==> config.mk <==
export PLATFORM = sky130hd
export DESIGN_NAME = pipe_skid_stage
export DESIGN_NICKNAME = d
export VERILOG_FILES = /design/src/rtl/pipe_skid_stage_pkg.sv /design/src/rtl/pipe_skid_stage_sat_counter.sv /design/src/rtl/pipe_skid_stage.sv
export SDC_FILE = /design/constraint.sdc
export NUM_CORES = 1
export LEC_CHECK = 0
export ABC_AREA = 1
export ABC_CLOCK_PERIOD_IN_PS = 2220
export BUFFER_PORTS_ARGS = -buffer_cell sky130_fd_sc_hd__buf_2
export CAP_MARGIN = 40
export CORE_AREA = 2 2 193 195
export CTS_CLUSTER_DIAMETER = 150
export DETAILED_ROUTE_END_ITERATION = 7
export DIE_AREA = 0 0 195 197
export GPL_TIMING_DRIVEN = 0
export MAX_ROUTING_LAYER = met4
export SLEW_MARGIN = 0
export SYNTH_ARGS = -nofsm -noshare
export SYNTH_HDL_FRONTEND = slang
export SYNTH_SLANG_ARGS = --single-unit
==> constraint.sdc <==
create_clock -name clk -period 2.22 [get_ports clk]
set_input_delay 0.333 -clock clk [delete_from_list [all_inputs] [get_ports clk]]
set_output_delay 0.333 -clock clk [all_outputs]
set_load 0.02 [all_outputs]
==> src/rtl/pipe_skid_stage_pkg.sv <==
// Shared definitions for the elastic inter-stage pipeline register:
// FSM encodings, NOP/zero constants and per-stage payload field offsets.
package pipe_skid_stage_pkg;

   localparam int unsigned ST_W = 2;

   localparam logic [ST_W-1:0] ST_EMPTY = 2'd0;
   localparam logic [ST_W-1:0] ST_BUSY  = 2'd1;
   localparam logic [ST_W-1:0] ST_FULL  = 2'd2;

   localparam int unsigned NOP_RD_W = 5;
   localparam int unsigned ZERO_W   = 64;

   localparam logic [NOP_RD_W-1:0] NopRegAddr = 5'd0;
   localparam logic [ZERO_W-1:0]   Zero       = 64'd0;

   // IF/ID payload: {instr, pc}
   localparam int unsigned IFID_PC_LSB     = 0;
   localparam int unsigned IFID_PC_W       = 32;
   localparam int unsigned IFID_INSTR_LSB  = 32;
   localparam int unsigned IFID_INSTR_W    = 32;

   // ID/EX payload: {ctl, imm, opb, opa}
   localparam int unsigned IDEX_OPA_LSB    = 0;
   localparam int unsigned IDEX_OPA_W      = 16;
   localparam int unsigned IDEX_OPB_LSB    = 16;
   localparam int unsigned IDEX_OPB_W      = 16;
   localparam int unsigned IDEX_IMM_LSB    = 32;
   localparam int unsigned IDEX_IMM_W      = 24;
   localparam int unsigned IDEX_CTL_LSB    = 56;
   localparam int unsigned IDEX_CTL_W      = 8;

   // EX/MEM payload: {ls_ctl, storedata, result}
   localparam int unsigned EXMEM_RES_LSB   = 0;
   localparam int unsigned EXMEM_RES_W     = 32;
   localparam int unsigned EXMEM_SD_LSB    = 32;
   localparam int unsigned EXMEM_SD_W      = 28;
   localparam int unsigned EXMEM_LSCTL_LSB = 60;
   localparam int unsigned EXMEM_LSCTL_W   = 4;

   // MEM/WB payload: {wb_sel, loaddata, result}
   localparam int unsigned MEMWB_RES_LSB   = 0;
   localparam int unsigned MEMWB_RES_W     = 32;
   localparam int unsigned MEMWB_LD_LSB    = 32;
   localparam int unsigned MEMWB_LD_W      = 31;
   localparam int unsigned MEMWB_SEL_LSB   = 63;
   localparam int unsigned MEMWB_SEL_W     = 1;

endpackage

==> src/rtl/pipe_skid_stage_sat_counter.sv <==
// Saturating up-counter with synchronous clear; never wraps past all-ones.
module sat_counter #(
   parameter int unsigned W = 16
) (
   input  logic         clk,
   input  logic         rst,
   input  logic         inc,
   input  logic         clr,
   output logic [W-1:0] count
);

   localparam logic [W-1:0] MAX = '1;

   always_ff @(posedge clk) begin
      if (rst) begin
         count <= '0;
      end else if (clr) begin
         count <= '0;
      end else if (inc && (count != MAX)) begin
         count <= count + W'(1);
      end
   end

endmodule

==> src/rtl/pipe_skid_stage.sv <==
// Elastic pipeline register: valid/ready handshake, optional 2-entry skid
// buffer, synchronous flush, NOP-masked bypass view and perf counters.
module pipe_skid_stage
   import pipe_skid_stage_pkg::*;
#(
   parameter int unsigned DATA_W = 64,
   parameter int unsigned RD_W   = 5,
   parameter int unsigned SKID   = 1,
   parameter int unsigned CNT_W  = 16
) (
   input  logic              clk,
   input  logic              rst,
   input  logic              flush,
   input  logic              cnt_clr,
   input  logic              in_valid,
   output logic              in_ready,
   input  logic [DATA_W-1:0] in_data,
   input  logic [RD_W-1:0]   in_rd,
   input  logic              in_regwe,
   output logic              out_valid,
   input  logic              out_ready,
   output logic [DATA_W-1:0] out_data,
   output logic [RD_W-1:0]   out_rd,
   output logic              out_regwe,
   output logic [CNT_W-1:0]  stall_cnt,
   output logic [CNT_W-1:0]  bubble_cnt
);

   localparam logic [DATA_W-1:0] DATA_ZERO = DATA_W'(Zero);
   localparam logic [RD_W-1:0]   RD_NOP    = RD_W'(NopRegAddr);

   logic [ST_W-1:0]   state, state_nxt;
   logic [DATA_W-1:0] main_data, main_data_nxt;
   logic [RD_W-1:0]   main_rd, main_rd_nxt;
   logic              main_regwe, main_regwe_nxt;
   logic [DATA_W-1:0] skid_data, skid_data_nxt;
   logic [RD_W-1:0]   skid_rd, skid_rd_nxt;
   logic              skid_regwe, skid_regwe_nxt;
   logic              acc, rel;

   assign acc = in_valid & in_ready;
   assign rel = out_valid & out_ready;

   // Cleared entries always read as a NOP so the bypass view stays safe.
   assign out_data  = main_data;
   assign out_rd    = main_rd;
   assign out_regwe = main_regwe;

   // State and payload registers
   always_ff @(posedge clk) begin
      if (rst) begin
         state      <= ST_EMPTY;
         out_valid  <= 1'b0;
         main_data  <= DATA_ZERO;
         main_rd    <= RD_NOP;
         main_regwe <= 1'b0;
         skid_data  <= DATA_ZERO;
         skid_rd    <= RD_NOP;
         skid_regwe <= 1'b0;
      end else begin
         state      <= state_nxt;
         out_valid  <= (state_nxt != ST_EMPTY);
         main_data  <= main_data_nxt;
         main_rd    <= main_rd_nxt;
         main_regwe <= main_regwe_nxt;
         skid_data  <= skid_data_nxt;
         skid_rd    <= skid_rd_nxt;
         skid_regwe <= skid_regwe_nxt;
      end
   end

   // Next-state and entry update
   always_comb begin
      state_nxt      = state;
      main_data_nxt  = main_data;
      main_rd_nxt    = main_rd;
      main_regwe_nxt = main_regwe;
      skid_data_nxt  = skid_data;
      skid_rd_nxt    = skid_rd;
      skid_regwe_nxt = skid_regwe;

      if (flush) begin
         state_nxt      = ST_EMPTY;
         main_data_nxt  = DATA_ZERO;
         main_rd_nxt    = RD_NOP;
         main_regwe_nxt = 1'b0;
         skid_data_nxt  = DATA_ZERO;
         skid_rd_nxt    = RD_NOP;
         skid_regwe_nxt = 1'b0;
      end else begin
         case (state)
            ST_EMPTY: begin
               if (acc) begin
                  state_nxt      = ST_BUSY;
                  main_data_nxt  = in_data;
                  main_rd_nxt    = in_rd;
                  main_regwe_nxt = in_regwe;
               end
            end
            ST_BUSY: begin
               if (acc && rel) begin
                  main_data_nxt  = in_data;
                  main_rd_nxt    = in_rd;
                  main_regwe_nxt = in_regwe;
               end else if (acc) begin
                  // Without a skid buffer in_ready already implies rel here.
                  if (SKID != 0) begin
                     state_nxt      = ST_FULL;
                     skid_data_nxt  = in_data;
                     skid_rd_nxt    = in_rd;
                     skid_regwe_nxt = in_regwe;
                  end
               end else if (rel) begin
                  state_nxt      = ST_EMPTY;
                  main_data_nxt  = DATA_ZERO;
                  main_rd_nxt    = RD_NOP;
                  main_regwe_nxt = 1'b0;
               end
            end
            ST_FULL: begin
               if (rel) begin
                  state_nxt      = ST_BUSY;
                  main_data_nxt  = skid_data;
                  main_rd_nxt    = skid_rd;
                  main_regwe_nxt = skid_regwe;
                  skid_data_nxt  = DATA_ZERO;
                  skid_rd_nxt    = RD_NOP;
                  skid_regwe_nxt = 1'b0;
               end
            end
            default: begin
               state_nxt      = ST_EMPTY;
               main_data_nxt  = DATA_ZERO;
               main_rd_nxt    = RD_NOP;
               main_regwe_nxt = 1'b0;
               skid_data_nxt  = DATA_ZERO;
               skid_rd_nxt    = RD_NOP;
               skid_regwe_nxt = 1'b0;
            end
         endcase
      end
   end

   generate
      if (SKID != 0) begin : g_skid
         logic ready_q;

         // Registered ready: low exactly while the skid entry is occupied.
         always_ff @(posedge clk) begin
            if (rst) begin
               ready_q <= 1'b1;
            end else begin
               ready_q <= (state_nxt != ST_FULL);
            end
         end

         assign in_ready = ready_q;
      end else begin : g_noskid
         assign in_ready = ~out_valid | out_ready;
      end
   endgenerate

   sat_counter #(.W(CNT_W)) u_stall_cnt (
      .clk   (clk),
      .rst   (rst),
      .inc   (out_valid & ~out_ready),
      .clr   (cnt_clr),
      .count (stall_cnt)
   );

   sat_counter #(.W(CNT_W)) u_bubble_cnt (
      .clk   (clk),
      .rst   (rst),
      .inc   (~out_valid),
      .clr   (cnt_clr),
      .count (bubble_cnt)
   );

endmodule

==> impl_metrics.env <==
export IMPL_hp_class="input port to flip-flop"
export IMPL_fin_area_mm2=0.01035
export IMPL_start_util=0.2276
export IMPL_utilization=0.2854
export IMPL_grt_overflow=0
export IMPL_yosys_area_top_type_share=0.4269
export IMPL_dieArea_mm2=0.03842
export IMPL_cts_clk_slew_worst_paths_ps=70
export IMPL_end_kind="flip-flop"
export IMPL_fmax_ghz=0.4924
export IMPL_via_per_inst=4.414
export IMPL_ys_ff_latch=176
export IMPL_tightest_slew_ps=591.9
export IMPL_post_dp_hpwl_um=21690
export IMPL_max_cap_violations=0
export IMPL_postPlaceCellArea_mm2=0.009743
export IMPL_rows=70
export IMPL_htreeDepth=4
export IMPL_grt_pass1_vias=7854
export IMPL_cts_resized=0
export IMPL_grt_max_degree=20
export IMPL_synth_area_mm2=0.008254
export IMPL_finalSetupViolations=0
export IMPL_min_period_over_period=0.9149
export IMPL_rsz0062_at_grt="false"
export IMPL_ys_warnings_count=0
export IMPL_grt_pass1_wl_um=43480
export IMPL_hold_viol_final=0
export IMPL_port_buffers=179
export IMPL_cp_arrival_ps=2400
export IMPL_slew_violations=0
export IMPL_cts_made_buffers=17
export IMPL_drc=0
export IMPL_io_pins=180
export IMPL_finClkSkew_ps=13.72
export IMPL_yosys_area_top_type="dfxtp_1"
export IMPL_syn_to_final_growth_pct=25.36
export IMPL_final_antenna_net_count=0
export IMPL_critPathBufInv=3
export IMPL_crit_slowest_cell="nor2_2"
export IMPL_post_cts_setup_buffers=0
export IMPL_start_kind="flip-flop"
export IMPL_core_area_mm2=0.03626
export IMPL_synthDistinctLibCells=28
export IMPL_slowest_delay_ps=450
export IMPL_syn_nets=1329
export IMPL_r2r_start="state[0]$_SDFF_PP0_"
export IMPL_synth_avg_cell_area_um2=6.598
export IMPL_critPathLaunch="state[0]$_SDFF_PP0_"
export IMPL_leakagePower_uw=0.004362
export IMPL_status="finished, final reports clean"
export IMPL_whs_ps=154.0
export IMPL_reg2reg_slack_ps=190
export IMPL_period_minus_slack_ps=2031
export IMPL_cp_required_ps=2590
export IMPL_cts_buffer_depth=2
export IMPL_ctsRootBufferMaster="clkbuf_16"
export IMPL_tns_ps=0
export IMPL_place_congestion=0.9079
export IMPL_yosys_top_cells_area="dfxtp_1, nand2_1, nor2_1"
export IMPL_syn_inst=1251
export IMPL_drt_first_iter_violations=488
export IMPL_grt_use_total=0.1509
export IMPL_pwr_density_cell_mw_per_mm2=697.4
export IMPL_hold_buffers=0
export IMPL_r2r_cells=7
export IMPL_worst_path_stages=7
export IMPL_layout_nets=1528
export IMPL_crit_chain="buf_2 -> nor2_2 -> inv_2 -> clkbuf_1 -> o22ai_1 -> nand2_1 -> a21oi_1"
export IMPL_slew_headroom=0.6054
export IMPL_dr_pass1_iters=5
export IMPL_crit_fanout=10
export IMPL_r2r_end="out_data[17]$_SDFFE_PP0P_"
export IMPL_ir_drop_uv=578.0
export IMPL_critPathTopFamily="buffers and inverters"
export IMPL_die_x_um=195
export IMPL_avgRoutedWirePerCell_um=14.64
export IMPL_antenna_found_initial=6
export IMPL_cp_endpoint="out_data[17]$_SDFFE_PP0P_"
export IMPL_clock_latency_ps=440
export IMPL_route_final_wire_length_um=28350
export IMPL_via_count=8550
export IMPL_cts_tree="yes"
export IMPL_ys_seq_area_frac=0.4269
export IMPL_path_class="flip-flop to flip-flop"
export IMPL_die_h_um=197
export IMPL_drive_gt1_frac=0.1757
export IMPL_clock_sinks=176
## cell type report
cell class | instances | area, um^2
clock inverters | 15 | 163.9
inverters | 103 | 386.6
flip-flops and latches | 176 | 3523
well taps | 468 | 585.6
fillers | 4057 | 25910
clock buffers | 17 | 425.4
repair buffers | 180 | 903.4
multi-input cells | 898 | 4011
plain buffers | 74 | 332.8
diodes | 6 | 15.01
## layout by cell type, fill, tap and decap left out, types with 2 or more instances in the layout
master,instances
o21ai_0,88
nand3_1,21
nor3_1,2
nand2_2,2
clkbuf_1,42
inv_8,7
buf_1,2
nor2_1,192
diode_2,6
buf_4,8
o22ai_1,18
buf_2,202
o211ai_1,34
nand2_1,371
o21ai_1,4
clkinv_8,2
xnor2_1,4
dfxtp_1,176
xor2_1,8
clkbuf_16,17
inv_6,2
ha_1,2
inv_2,5
a21oi_1,130
clkinv_4,4
inv_1,97
nand4_1,12
nor2_2,5
## per-stage QoR
| stage | total power, uW | instances | setup slack, ps |
|---|---|---|---|
| after floorplan | 3903 | 1251 | 532.7 |
| after detailed placement | 4257 | 1899 | 90.55 |
| after CTS | 7313 | 1931 | 151.3 |
| final | 7216 | 1937 | 189.0 |
| after global routing | 7531 | 1937 | 7.117 |
| after global placement | 4243 | 1898 | 103.1 |
## cells by family (layout without fill, tap and decap cells)
family / after synthesis / count (layout) / share of synthesized area
fa+ha+maj: 2 / 2 / 0.003031
buf+inv: 177 / 389 / 0.08716
xor+xnor: 12 / 12 / 0.01273
flops: 176 / 176 / 0.4269
compound gates: 277 / 277 / 0.1836
simple gates: 607 / 607 / 0.2866
other cells: 0 / 6 / 0
## flip-flops by register name, indices dropped and copies added (netlist names)
register,cells
u_bubble_cnt.count,16
out_data,64
skid_rd,5
state,2
out_valid,1
out_regwe,1
out_rd,5
skid_regwe,1
in_ready,1
u_stall_cnt.count,16
skid_data,64
## Yosys cell counts (all sizes together)
cell type,count
clkbuf,42
o211ai,34
xnor2,4
ha,2
buf,32
a211oi,1
nand3,21
nor2,198
nand4,12
inv,102
clkinv,1
dfxtp,176
nor3b,1
o21ai,93
a21oi,130
xor2,8
o22ai,19
nor3,2
nand2,373
## worst register-to-register path: cells and delay by family, from the launching register on
| kind | cells | cell delay [ps] |
|---|---|---|
| AO/OA/AOI/OAI | 2 | 400 |
| buffers and inverters | 3 | 660 |
| flip-flops | 1 | 300 |
| AND/OR/NAND/NOR | 2 | 610 |
## per-layer routing
metal / track usage / up-vias / share of wire
met2: 0.2413 / 252 / 0.46
met4: 0.04806 / 0 / 0.020
li1: - / 4416 / -
met3: 0.03696 / 27 / 0.069
met5: - / - / 0
met1: 0.1875 / 3855 / 0.45
## worst min path at each step
stage / start / endpoint / slack (ps) / cells past startpoint
2_1_floorplan: rst / out_valid$_SDFF_PP0_ / 410 / 1
3_3_place_gp: skid_data[12]$_SDFFE_PP0P_ / skid_data[12]$_SDFFE_PP0P_ / 440 / 2
3_5_place_dp: skid_data[33]$_SDFFE_PP0P_ / skid_data[33]$_SDFFE_PP0P_ / 440 / 2
4_1_cts: in_data[42] / skid_data[42]$_SDFFE_PP0P_ / 140 / 3
5_1_grt: in_data[45] / skid_data[45]$_SDFFE_PP0P_ / 140 / 3
6_report: rst / out_valid$_SDFF_PP0_ / 150 / 2
## where the power goes
part	internal, uW	switching, uW
clock network	1520	1520
registers	3240	45.9
logic	284	608
total	5040	2170
No activity file was read; power rests on OpenSTA's default activity.
